**src/rtl/seg_pkg.sv**
```systemverilog
// Shared constants for the 7-segment scan driver: active-high gfedcba segment
// patterns, active-low anode patterns and the slot FSM state type.
package seg_pkg;

  localparam logic [6:0] SEG_0   = 7'b0111111;
  localparam logic [6:0] SEG_1   = 7'b0000110;
  localparam logic [6:0] SEG_2   = 7'b1011011;
  localparam logic [6:0] SEG_3   = 7'b1001111;
  localparam logic [6:0] SEG_4   = 7'b1100110;
  localparam logic [6:0] SEG_5   = 7'b1101101;
  localparam logic [6:0] SEG_6   = 7'b1111101;
  localparam logic [6:0] SEG_7   = 7'b0000111;
  localparam logic [6:0] SEG_8   = 7'b1111111;
  localparam logic [6:0] SEG_9   = 7'b1101111;
  localparam logic [6:0] SEG_OFF = 7'b0000000;

  localparam logic [3:0] ANODE_OFF = 4'b1111;
  localparam logic [3:0] ANODE_D0  = 4'b1110;
  localparam logic [3:0] ANODE_D1  = 4'b1101;
  localparam logic [3:0] ANODE_D2  = 4'b1011;
  localparam logic [3:0] ANODE_D3  = 4'b0111;

  typedef enum logic {
    PH_GAP   = 1'b0,
    PH_DRIVE = 1'b1
  } phase_t;

  // Slot index 0 is the rightmost digit.
  function automatic logic [3:0] anode_for(input logic [1:0] idx);
    case (idx)
      2'd0:    anode_for = ANODE_D0;
      2'd1:    anode_for = ANODE_D1;
      2'd2:    anode_for = ANODE_D2;
      default: anode_for = ANODE_D3;
    endcase
  endfunction

endpackage

```
**src/rtl/bcd_to_seg7.sv**
```systemverilog
// BCD digit to active-high gfedcba segment decode; non-decimal codes are blank.
module bcd_to_seg7
  import seg_pkg::*;
(
  input  logic [3:0] i_bcd,
  output logic [6:0] o_seg
);

  always_comb begin
    o_seg = SEG_OFF;
    case (i_bcd)
      4'd0:    o_seg = SEG_0;
      4'd1:    o_seg = SEG_1;
      4'd2:    o_seg = SEG_2;
      4'd3:    o_seg = SEG_3;
      4'd4:    o_seg = SEG_4;
      4'd5:    o_seg = SEG_5;
      4'd6:    o_seg = SEG_6;
      4'd7:    o_seg = SEG_7;
      4'd8:    o_seg = SEG_8;
      4'd9:    o_seg = SEG_9;
      default: o_seg = SEG_OFF;
    endcase
  end

endmodule

```
**src/rtl/seg_scan_driver.sv**
```systemverilog
// Time-multiplexed 4-digit 7-segment driver: slot scanning, frame-latched
// inputs, one-cycle ghost blanking on every slot change, edit-digit blink.
module seg_scan_driver
  import seg_pkg::*;
#(
  parameter int TICK_DIV    = 100000,
  parameter int BLINK_TICKS = 250
) (
  input  logic        clk,
  input  logic        reset,
  input  logic [15:0] num,
  input  logic [3:0]  blink_sel,
  input  logic [3:0]  dp_mask,
  input  logic        blank,
  output logic [3:0]  anode,
  output logic [7:0]  eSeg
);

  localparam int PW = $clog2(TICK_DIV);
  localparam int BW = $clog2(BLINK_TICKS + 1);

  logic [PW-1:0] r_presc;
  logic          r_tick_d;
  logic [1:0]    r_idx;
  logic [BW-1:0] r_blink_cnt;
  logic          r_blink_phase;
  logic [15:0]   r_num_sh;
  logic [3:0]    r_blink_sh;
  logic [3:0]    r_dp_sh;
  phase_t        r_phase;

  logic          w_tick;
  logic          w_frame_end;
  logic [3:0]    w_digit;
  logic [6:0]    w_seg;
  logic          w_lit;
  phase_t        w_phase_nxt;
  logic [3:0]    w_anode_nxt;
  logic [7:0]    w_eseg_nxt;

  assign w_tick      = (r_presc == PW'(TICK_DIV - 1));
  assign w_frame_end = w_tick && (r_idx == 2'd3);

  always_ff @(posedge clk or posedge reset) begin
    if (reset) begin
      r_presc  <= '0;
      r_tick_d <= 1'b0;
      r_idx    <= 2'd0;
    end else begin
      r_presc  <= w_tick ? '0 : r_presc + PW'(1);
      r_tick_d <= w_tick;
      if (w_tick) r_idx <= r_idx + 2'd1;
    end
  end

  always_ff @(posedge clk or posedge reset) begin
    if (reset) begin
      r_blink_cnt   <= '0;
      r_blink_phase <= 1'b0;
    end else if (w_tick) begin
      if (r_blink_cnt == BW'(BLINK_TICKS - 1)) begin
        r_blink_cnt   <= '0;
        r_blink_phase <= ~r_blink_phase;
      end else begin
        r_blink_cnt   <= r_blink_cnt + BW'(1);
      end
    end
  end

  // Inputs are sampled only at the end of the idx3 slot so a frame never tears.
  always_ff @(posedge clk or posedge reset) begin
    if (reset) begin
      r_num_sh   <= '0;
      r_blink_sh <= '0;
      r_dp_sh    <= '0;
    end else if (w_frame_end) begin
      r_num_sh   <= num;
      r_blink_sh <= blink_sel;
      r_dp_sh    <= dp_mask;
    end
  end

  always_comb begin
    w_digit = r_num_sh[3:0];
    case (r_idx)
      2'd0:    w_digit = r_num_sh[3:0];
      2'd1:    w_digit = r_num_sh[7:4];
      2'd2:    w_digit = r_num_sh[11:8];
      default: w_digit = r_num_sh[15:12];
    endcase
  end

  bcd_to_seg7 u_dec (
    .i_bcd (w_digit),
    .o_seg (w_seg)
  );

  assign w_lit = ~blank & ~(r_blink_phase & r_blink_sh[r_idx]);

  always_ff @(posedge clk or posedge reset) begin
    if (reset) r_phase <= PH_GAP;
    else       r_phase <= w_phase_nxt;
  end

  // GAP only leaves on the cycle after a tick; after reset it therefore
  // stays dark until the first slot boundary.
  always_comb begin
    w_phase_nxt = r_phase;
    w_anode_nxt = ANODE_OFF;
    w_eseg_nxt  = 8'hFF;
    if (r_phase == PH_GAP) begin
      if (r_tick_d) w_phase_nxt = PH_DRIVE;
    end
    if (w_tick) w_phase_nxt = PH_GAP;
    if ((w_phase_nxt == PH_DRIVE) && w_lit) begin
      w_anode_nxt = anode_for(r_idx);
      w_eseg_nxt  = {~r_dp_sh[r_idx], ~w_seg};
    end
  end

  always_ff @(posedge clk or posedge reset) begin
    if (reset) begin
      anode <= ANODE_OFF;
      eSeg  <= 8'hFF;
    end else begin
      anode <= w_anode_nxt;
      eSeg  <= w_eseg_nxt;
    end
  end

endmodule
```
**config.mk**
```make
export PLATFORM = sky130hd
export DESIGN_NAME = seg_scan_driver
export DESIGN_NICKNAME = d
export VERILOG_FILES = /design/src/rtl/seg_pkg.sv /design/src/rtl/bcd_to_seg7.sv /design/src/rtl/seg_scan_driver.sv
export SDC_FILE = /design/constraint.sdc
export NUM_CORES = 1
export LEC_CHECK = 0
export ABC_AREA = 0
export CAP_MARGIN = 40
export CELL_PAD_IN_SITES_DETAIL_PLACEMENT = 1
export CELL_PAD_IN_SITES_GLOBAL_PLACEMENT = 1
export CORE_ASPECT_RATIO = 1.1
export CORE_MARGIN = 4
export CORE_UTILIZATION = 45
export CTS_CLUSTER_DIAMETER = 100
export CTS_CLUSTER_SIZE = 25
export DETAILED_ROUTE_END_ITERATION = 7
export PLACE_DENSITY = 0.79
export SYNTH_ARGS = -nofsm -noshare
export SYNTH_HDL_FRONTEND = slang
export SYNTH_SLANG_ARGS = --single-unit
```
**constraint.sdc**
```tcl
create_clock -name clk -period 2.9 [get_ports clk]
set_input_delay 0.58 -clock clk [delete_from_list [all_inputs] [get_ports clk]]
set_output_delay 0.58 -clock clk [all_outputs]
set_load 0.01 [all_outputs]
```
==> reports/results.ini, run 1 <==
[status]
status = complete, no violations

[route]
wire_per_inst_um = 17.5
wl_mm = 6.91
drc_errors = 0
viasPerCell = 5.54
dr.pass1.iters = 4
vias = 2187
antenna_left = 0
drtIter0Drc = 69

[logic_synthesis]
synth_nets = 305
synth_edf_count = 0
yosysSeqAreaShare = 0.522
ys_ff_latch = 66
synthArstFlopShare = 1.00
synthFlopType = dfrtp_1
ys_warn_count = 0
synth.distinct_cells = 49
netlist_area_um2 = 3200
netlist_instances = 265
synth_area_per_cell_um2 = 12.1

[power_and_ir_drop]
power.share.clock = 0.428
p_per_area_nw_per_um2 = 450
p_comb_frac = 0.034
swShare = 0.210
switchingPower_mw = 0.360
ir_drop_uv = 298
p_int_mw = 1.35
pwr-share-seq = 0.538
finalPower_mw = 1.71
p_leak_nw = 1.66

[min_path]
hold_depth = 1
hp-class = reg2reg
hold_start = r_presc[0]$_DFF_PP0_
min_to = r_presc[0]$_DFF_PP0_

[clocking]
cts_buffers = 9
ctsHoldBuffers = 0
clk_latency_ps = 340
h-tree-depth = 3
post-cts-setup-buffer-count = 0
cts.path.max_buffers = 2
ctsResizeCount = 0
clkSlewWorstSetupHoldPaths_ps = 80
cts_tree = done
cts.sinks = 66
cts_root_buffer = clkbuf_8

[sta]
holdWs_ps = 464
rsz0062_at_grt = no
worst_slack_ps = 582
hold_viol_final = 0
max-slew-margin-rel = 0.599
max_slew.worst_pin.slew_ps = 595
slew_viol_final = 0
max_freq_mhz = 431
fin_crit_sh = 0.799
setup_tns_ps = 0
final-setup-viol-count = 0
fin_crit_ps = 2320
fin_skew_ps = 15.0

[worst_setup_path]
crit_slowest_cell = o21ai_0
worstSetupStartpoint = r_idx[0]$_DFFE_PP0N_
crit_path_max_incr_delay_ps = 530
cp.required_ps = 3120
r2r_cells = 6
r2r_start = r_idx[0]$_DFFE_PP0N_
ff2ff_setup_slack_ps = 580
path_cells = inv_1 -> ha_1 -> a22oi_1 -> a22oi_1 -> o21ai_0 -> o311ai_0
path_max_fanout = 7
crit_buf_inv = 1
arrival_ps = 2530
regToRegEndpoint = eSeg[6]$_DFF_PP1_
path_class = reg2reg
startpoint_type = register
path_common_cell = a22oi_1
cp-end-kind = register
critical-path-top-delay-family = compound AO/OA/AOI/OAI gates

[cells_and_area]
stdcell_count = 395
antennaDiodeCount = 0
fin_area_um2 = 3800
areaGrowthSynthToFinish_pct = 19.1
final_nets = 348
regArea_um2 = 1670
nFillCells = 721
multi_input_area_um2 = 1390
final_core_utilization = 0.564
drive_gt1_frac = 0.176

[grt]
grt_pass1_wl_mm = 11.9
track_usage = 0.185
use_met1 = 0.225
grt-busiest-layer = met2
antenna_found_initial = 0
globalRouteOverflowTotal = 0
grtUsageMet3 = 0.0348
grt_max_degree = 41
met2_usage = 0.322
grt_pass1_vias = 2398

[run]
cap_viol_max_count = 0

[floorplan]
coreArea_um2 = 6750
die_h_um = 96.4
chipWidth_um = 88.3
ioPinCount = 39
dieArea_um2 = 8510
rows = 31
start_util = 0.473

[place]
gp_congestion = 0.752
dp_worst_setup_slack_ps = 573
placed_cells = 379
placed_area_um2 = 3630
hpwl_mm = 4.99
port_buffers = 38

-- power by group through the flow --
stage | clock, mW | sequential [mW] | combinational [mW]
2_1_floorplan | 0 | 0.938 | 0.0139
3_3_place_gp | 0 | 0.938 | 0.0588
3_5_place_dp | 0 | 0.938 | 0.0599
4_1_cts | 0.755 | 0.921 | 0.0598
5_1_grt | 0.807 | 0.920 | 0.0644
6_report | 0.733 | 0.921 | 0.0576
-- synth_stat cells (all sizes together) (4+ instances only) --
| cell | instances | area (um^2) |
|---|---|---|
| dfrtp | 54 | 1350 |
| mux2 | 21 | 300 |
| nand2 | 18 | 67.6 |
| o21ai | 18 | 90.1 |
| ha | 13 | 163 |
| dfstp | 12 | 315 |
| inv | 12 | 45.0 |
| nand3 | 12 | 60.1 |
| nor2 | 12 | 45.0 |
| xnor2 | 11 | 96.3 |
| a22oi | 8 | 60.1 |
| nand4 | 8 | 50.1 |
| a21oi | 6 | 30.0 |
| and2 | 6 | 40.0 |
| buf | 6 | 76.3 |
| and4 | 5 | 43.8 |
| mux2i | 5 | 50.1 |
| nor3 | 4 | 20.0 |
-- placed cells by master, fill, tap and decap left out, types with 2 or more instances in the layout --
| cell | n |
|---|---|
| mux2_4 | 17 |
| nand3_1 | 12 |
| o21ai_0 | 17 |
| clkdlybuf4s50_1 | 38 |
| clkinv_2 | 2 |
| xnor2_1 | 11 |
| a31oi_1 | 2 |
| a22oi_1 | 8 |
| clkbuf_1 | 4 |
| a21oi_1 | 6 |
| nand4_1 | 8 |
| dfrtp_1 | 54 |
| clkbuf_8 | 9 |
| mux2_2 | 4 |
| and2_1 | 5 |
| nor3_1 | 4 |
| xor2_1 | 3 |
| dfstp_2 | 12 |
| ha_1 | 13 |
| or4_1 | 2 |
| buf_4 | 2 |
| inv_1 | 11 |
| mux2i_1 | 5 |
| o211ai_1 | 2 |
| o311ai_0 | 2 |
| nand2_1 | 18 |
| and4_1 | 5 |
| a22o_1 | 2 |
| nor2_1 | 12 |
-- layout make-up --
| type | count | area share |
|---|---|---|
| Clock buffer | 13 | 0.0365 |
| Clock inverter | 3 | 0.0105 |
| Inverter | 13 | 0.0128 |
| Multi-Input combinational cell | 177 | 0.366 |
| Sequential cell | 66 | 0.438 |
| Tap cell | 82 | 0.0270 |
| Timing Repair Buffer | 41 | 0.109 |
-- cells by family after synthesis --
family                   Yosys count  share of synthesized area
AND/OR/NAND/NOR                   78                      0.142
XOR/XNOR                          14                     0.0384
multiplexers                      27                      0.117
AO/OA/AOI/OAI                     45                     0.0877
adder cells (fa/ha/maj)           13                     0.0509
buffers and inverters             22                     0.0427
flip-flops                        66                      0.522
-- how the worst max path moves through the flow --
stage | cells past startpoint | end
final | 6 | eSeg[6]$_DFF_PP1_
after global routing | 8 | eSeg[5]$_DFF_PP1_
after CTS | 8 | eSeg[5]$_DFF_PP1_
after detailed placement | 8 | eSeg[5]$_DFF_PP1_
after global placement | 8 | eSeg[5]$_DFF_PP1_
after floorplan | 1 | r_blink_cnt[0]$_DFFE_PP0N_
-- worst reg2reg max path: cells and delay by family, from the launching register on --
family                     cells  cell delay [ps]
DFF                            1              490
buffers and inverters          1              140
AOI/OAI and AO/OA              4             1270
adders and majority gates      1              290
-- registers in the layout, summed over array words and instances (netlist names) --
name	flops
r_dp_sh	4
r_blink_phase	1
anode	4
r_blink_sh	4
r_idx	2
r_phase	1
r_tick_d	1
r_blink_cnt	8
eSeg	8
r_presc	17
r_num_sh	16
-- routing by layer --
layer | vias to the layer above | share of wire
li1 | 1034 | -
met1 | 1118 | 0.44
met2 | 28 | 0.52
met3 | 7 | 0.027
met4 | 0 | 0.014
met5 | - | 0
Note: power is estimated with default switching activity, not from simulation.
==> run 2, diff against run 1 <==
CORE_UTILIZATION = 40   (was 45)
PLACE_DENSITY = 0.74   (was 0.79)
clock period = 1.87 ns   (was 2.9 ns; I/O delays follow)
==> run 2 against run 1 <==
  * Final cell count rose by 14%
  * Die area increased by 11%
  * Flip-flop and latch count unchanged
  * Count of clock-buffer cells in the layout decreased by 2
  * Power grew 56%
  * Routed wire length is 5.1% higher
  * Maximum frequency rose by 29%
  * Clock skew fell by 5.5 ps
  * Highest routed layer unchanged
  * Global-route usage shrank 1.7 points
  * Via count is 5.4% higher
  * Critical path type unchanged
  * Hold slack worse by 4.0 ps
==> reports/results.ini, run 2 (same netlist as run 1, synthesis figures left out) <==
[status]
status = complete, no violations  ; unchanged

[floorplan]
die_h_um = 102  ; was 96.4 um
rows = 33  ; was 31
coreArea_um2 = 7600  ; was 6750 um^2
start_util = 0.421  ; was 0.473
chipWidth_um = 93.2  ; was 88.3 um
dieArea_um2 = 9480  ; was 8510 um^2
ioPinCount = 39  ; unchanged

[place]
placed_area_um2 = 3930  ; was 3630 um^2
gp_congestion = 0.804  ; was 0.752
port_buffers = 38  ; unchanged
hpwl_mm = 5.38  ; was 4.99 mm
dp_worst_setup_slack_ps = -194  ; was 573 ps

[clocking]
cts.path.max_buffers = 2  ; unchanged
clk_latency_ps = 330  ; was 340 ps
h-tree-depth = 3  ; unchanged
cts.sinks = 66  ; unchanged
cts_buffers = 9  ; unchanged
cts_tree = done  ; unchanged
cts_root_buffer = clkbuf_8  ; unchanged
clkSlewWorstSetupHoldPaths_ps = 70  ; was 80 ps

[sta]
rsz0062_at_grt = yes  ; was no
max-slew-margin-rel = 0.766  ; was 0.599
fin_crit_sh = 0.962  ; was 0.799
final-setup-viol-count = 0  ; unchanged
max_freq_mhz = 556  ; was 431 MHz
slew_viol_final = 0  ; unchanged
setup_tns_ps = 0  ; unchanged
fin_skew_ps = 9.45  ; was 15.0 ps
max_slew.worst_pin.slew_ps = 350  ; was 595 ps
worst_slack_ps = 71.4  ; was 582 ps
hold_viol_final = 0  ; unchanged
fin_crit_ps = 1800  ; was 2320 ps

[worst_setup_path]
cp.required_ps = 2110  ; was 3120 ps
startpoint_type = register  ; unchanged
path_max_fanout = 4  ; was 7
path_class = reg2reg  ; unchanged
r2r_cells = 9  ; was 6
arrival_ps = 2040  ; was 2530 ps
cp-end-kind = register  ; unchanged

[grt]
antenna_found_initial = 0  ; unchanged
grt_pass1_vias = 2638  ; was 2398
grt_pass1_wl_mm = 12.4  ; was 11.9 mm
grt_max_degree = 67  ; was 41
globalRouteOverflowTotal = 0  ; unchanged
track_usage = 0.168  ; was 0.185

[route]
wl_mm = 7.26  ; was 6.91 mm
antenna_left = 0  ; unchanged
drtIter0Drc = 66  ; was 69
viasPerCell = 5.12  ; was 5.54
vias = 2305  ; was 2187
drc_errors = 0  ; unchanged
wire_per_inst_um = 16.1  ; was 17.5 um
dr.pass1.iters = 4  ; unchanged

[min_path]
hold_depth = 1  ; unchanged
hp-class = reg2reg  ; unchanged

[cells_and_area]
final_core_utilization = 0.552  ; was 0.564
areaGrowthSynthToFinish_pct = 31.1  ; was 19.1%
regMostFlops = r_presc  ; unchanged
final_cell_mix = dfrtp_1 (52), clkdlybuf4s50_1 (38), buf_4 (32)  ; was dfrtp_1 (54), clkdlybuf4s50_1 (38), nand2_1 (18)
regArea_um2 = 1670  ; about the same
nFillCells = 837  ; was 721
final_nets = 380  ; was 348
multi_input_area_um2 = 1470  ; was 1390 um^2
largest_reg_flops = 17  ; unchanged
drive_gt1_frac = 0.319  ; was 0.176
top_regs = r_presc (17), r_num_sh (16)  ; unchanged
final_common_cell = dfrtp_1  ; unchanged
fin_area_um2 = 4190  ; was 3800 um^2
antennaDiodeCount = 0  ; unchanged

[run]
cap_viol_max_count = 0  ; unchanged

[power_and_ir_drop]
p_leak_nw = 1.81  ; was 1.66 nW
ir_drop_uv = 453  ; was 298 uV
p_per_area_nw_per_um2 = 636  ; was 450 nW/um^2

==> run 2: cell count changes in the layout (fill, tap and decap cells not counted), sizes merged <==
cell / delta
clkbuf: -2
clkinvlp: +4
clkinv: -1
buf: +32
inv: -1
==> run 2: metrics by stage <==
| step | total power [mW] | hold slack (ps) | instances |
|---|---|---|---|
| after floorplan | 1.48 | 435 | 265 |
| after global placement | 1.55 | 453 | 433 |
| after detailed placement | 1.55 | 456 | 433 |
| after CTS | 2.70 | 467 | 450 |
| after global routing | 2.78 | 489 | 450 |
| final | 2.66 | 460 | 450 |
==> run 2: cell type report <==
cell class | count | area share
clock buffer | 11 | 0.0314
clock inverter | 5 | 0.0131
inverter | 13 | 0.0134
multi-input combinational | 177 | 0.350
sequential | 66 | 0.398
tap | 105 | 0.0314
timing repair buffer | 73 | 0.162
==> run 2: path summary, 6_finish.rpt <==
kind                                       from                        end  slack (ps)
min in group asynchronous                 reset  r_blink_sh[1]$_DFFE_PP0P_         470
hold reg to reg            r_presc[0]$_DFF_PP0_       r_presc[0]$_DFF_PP0_         460
max in group asynchronous                 reset          eSeg[1]$_DFF_PP1_        1060
hold / removal             r_presc[0]$_DFF_PP0_       r_presc[0]$_DFF_PP0_         460
setup / recovery           r_idx[0]$_DFFE_PP0N_          eSeg[0]$_DFF_PP1_          70
setup reg to reg           r_idx[0]$_DFFE_PP0N_          eSeg[0]$_DFF_PP1_          70
==> run 2: critical path, cell delays in order (launching register included) <==
cell	delay (ps)
dfrtp_2	450
inv_2	90
ha_2	210
a22oi_1	100
a22oi_2	150
inv_1	90
buf_4	150
ha_1	200
o21ai_2	160
o211ai_1	110
==> run 2: report_power, final <==
part	total, mW	switching [mW]	leakage (nW)	internal [mW]
Clock	1.14	0.532	0.0893	0.612
Combinational	0.0903	0.0374	0.873	0.0529
Sequential	1.43	0	0.848	1.43
==> run 2: routing by layer <==
| layer | up-vias | share of wire | global-route usage |
|---|---|---|---|
| met1 | 1161 | 0.42 | 0.195 |
| met2 | 32 | 0.54 | 0.308 |
| li1 | 1104 | - | - |
| met3 | 8 | 0.024 | 0.0319 |
| met4 | 0 | 0.012 | 0.0609 |
| met5 | - | 0 | 0 |
==> run 2: timing repair <==
| action | CTS | global route |
|---|---|---|
| setup buffers | 1 | 0 |
| gates resized for setup | 9 | 13 |
| pin swaps | 0 | 2 |
| hold buffers | 0 | 0 |
| setup endpoints to repair | 5 | 32 |
==> run 3, diff against run 2 <==
CORE_ASPECT_RATIO = 1.75   (was 1.1)
CORE_UTILIZATION = 48   (was 40)
PLACE_DENSITY = 0.83   (was 0.74)
clock period = 2.3 ns   (was 1.87 ns; I/O delays follow)
==> run 3 against run 2 <==
  * Clock skew is 4.5 ps lower
  * Via count is 1.2% higher
  * Critical endpoint is now eSeg[5]$_DFF_PP1_
  * Power is 5.1% lower
==> reports/results.ini, run 3 (same netlist as run 1, synthesis figures left out) <==
[route]
wl_mm = 8.45  ; was 7.26 mm
vias = 2333  ; was 2305
dr.pass1.iters = 4  ; unchanged
viasPerCell = 5.73  ; was 5.12
antenna_left = 0  ; unchanged
drc_errors = 0  ; unchanged
wire_per_inst_um = 20.8  ; was 16.1 um
drtIter0Drc = 95  ; was 66

[sta]
max-slew-margin-rel = 0.545  ; was 0.766
fin_crit_ps = 2210  ; was 1800 ps
worst_slack_ps = 89.7  ; was 71.4 ps
max_freq_mhz = 452  ; was 556 MHz
final-setup-viol-count = 0  ; unchanged
fin_skew_ps = 4.98  ; was 9.45 ps
holdWs_ps = 471  ; was 460 ps
hold_viol_final = 0  ; unchanged
slew_viol_final = 0  ; unchanged
max_slew.worst_pin.slew_ps = 677  ; was 350 ps
fin_crit_sh = 0.961  ; was 0.962
setup_tns_ps = 0  ; unchanged

[grt]
antenna_found_initial = 0  ; unchanged
grt_pass1_wl_mm = 13.6  ; was 12.4 mm
track_usage = 0.221  ; was 0.168
grt_pass1_vias = 2624  ; was 2638
grt_max_degree = 31  ; was 67
globalRouteOverflowTotal = 0  ; unchanged

[place]
placed_cells = 389  ; was 433
gp_congestion = 0.840  ; was 0.804
port_buffers = 38  ; unchanged
dp_worst_setup_slack_ps = 31.0  ; was -194 ps
hpwl_mm = 5.94  ; was 5.38 mm

[power_and_ir_drop]
ir_drop_uv = 415  ; was 453 uV
pwr-share-seq = 0.460  ; was 0.536
switchingPower_mw = 0.506  ; was 0.570 mW
swShare = 0.200  ; was 0.214
p_int_mw = 2.02  ; was 2.09 mW
p_per_area_nw_per_um2 = 622  ; was 636 nW/um^2
power.share.clock = 0.509  ; was 0.430
p_leak_nw = 1.78  ; was 1.81 nW
p_comb_frac = 0.031  ; was 0.034

[cells_and_area]
final_cell_mix = dfrtp_1 (52), clkdlybuf4s50_1 (38), nand2_1 (18)  ; was dfrtp_1 (52), clkdlybuf4s50_1 (38), buf_4 (32)
top_regs = r_presc (17), r_num_sh (16)  ; unchanged
largest_reg_flops = 17  ; unchanged
stdcell_count = 407  ; was 450
final_common_cell = dfrtp_1  ; unchanged
final_core_utilization = 0.626  ; was 0.552
drive_gt1_frac = 0.228  ; was 0.319
areaGrowthSynthToFinish_pct = 27.2  ; was 31.1%
antennaDiodeCount = 0  ; unchanged
final_nets = 360  ; was 380
nFillCells = 648  ; was 837
regMostFlops = r_presc  ; unchanged

[floorplan]
chipWidth_um = 69.7  ; was 93.2 um
rows = 39  ; was 33
dieArea_um2 = 8080  ; was 9480 um^2
ioPinCount = 39  ; unchanged
coreArea_um2 = 6490  ; was 7600 um^2
die_h_um = 116  ; was 102 um
start_util = 0.492  ; was 0.421

[worst_setup_path]
path_max_fanout = 7  ; was 4
path_class = reg2reg  ; unchanged
cp.required_ps = 2510  ; was 2110 ps
startpoint_type = register  ; unchanged
arrival_ps = 2420  ; was 2040 ps
cp-end-kind = register  ; unchanged

[clocking]
h-tree-depth = 3  ; unchanged
clkSlewWorstSetupHoldPaths_ps = 50  ; was 70 ps
cts.path.max_buffers = 2  ; unchanged
cts.sinks = 66  ; unchanged
cts_buffers = 9  ; unchanged
cts_tree = done  ; unchanged
clk_latency_ps = 330  ; about the same
ctsHoldBuffers = 0  ; unchanged
cts_root_buffer = clkbuf_16  ; was clkbuf_8

[run]
cap_viol_max_count = 0  ; unchanged

[min_path]
hp-class = reg2reg  ; unchanged

[status]
status = complete, no violations  ; unchanged

## run 3: cell count changes in the layout (fill, tap and decap cells not counted), sizes merged
cell / change
clkinv: +1
clkinvlp: -4
bufinv: -1
buf: -20
clkbuf: +3
inv: +1
## run 3: path summary, 6_finish.rpt
check                                          start                       end  slack [ps]  cells past startpoint
worst max-delay path            r_idx[1]$_DFFE_PP0N_         eSeg[5]$_DFF_PP1_          90                      8
worst min-delay path            r_presc[0]$_DFF_PP0_      r_presc[0]$_DFF_PP0_         470                      1
worst max register to register  r_idx[1]$_DFFE_PP0N_         eSeg[5]$_DFF_PP1_          90                      8
worst min register to register  r_presc[0]$_DFF_PP0_      r_presc[0]$_DFF_PP0_         470                      1
max in group asynchronous                      reset      r_idx[1]$_DFFE_PP0N_        1540                      3
min in group asynchronous                      reset  r_num_sh[10]$_DFFE_PP0P_         480                      3
## run 3: cell type report
cell class | instances | area, um^2 | share of cell area
Inverter | 13 | 48.8 | 0.0120
Clock buffer | 14 | 274 | 0.0674
Multi-Input combinational cell | 177 | 1400 | 0.345
Tap cell | 82 | 103 | 0.0252
Sequential cell | 66 | 1670 | 0.411
Clock inverter | 2 | 10.0 | 0.00246
Timing Repair Buffer | 53 | 556 | 0.137
## run 3: metal layers
layer	vias to the layer above	share of wire	track usage
li1	1061	-	-
met1	1194	0.34	0.214
met2	49	0.59	0.444
met3	29	0.030	0.0495
met4	0	0.038	0.0895
met5	-	0	0
## run 3: worst max-delay path, cell delays in order (launching register included)
cell      delay (ps)
dfrtp_2          460
inv_1            130
ha_1             280
a22oi_1          150
a22oi_2          250
inv_1            150
ha_1             210
and2_1           140
o311ai_0         320
## run 3: power by group through the flow
stage	Combinational (mW)	Sequential [mW]	Clock, mW
floorplan	0.0175	1.18	0
global placement	0.0766	1.18	0
detailed placement	0.0779	1.18	0
CTS	0.0797	1.16	1.31
global route	0.0852	1.16	1.37
finish	0.0775	1.16	1.29
## run 3: what timing repair did
action                     CTS  global route
setup endpoints to repair    5             5
gates resized for setup      3             2
buffers inserted             0             2
pin swaps                    0             1
## run 3: stage by stage
step	power (mW)	instance area (um^2)
floorplan	1.20	3200
global placement	1.26	3740
detailed placement	1.26	3740
CTS	2.55	4030
global route	2.61	4060
finish	2.53	4060
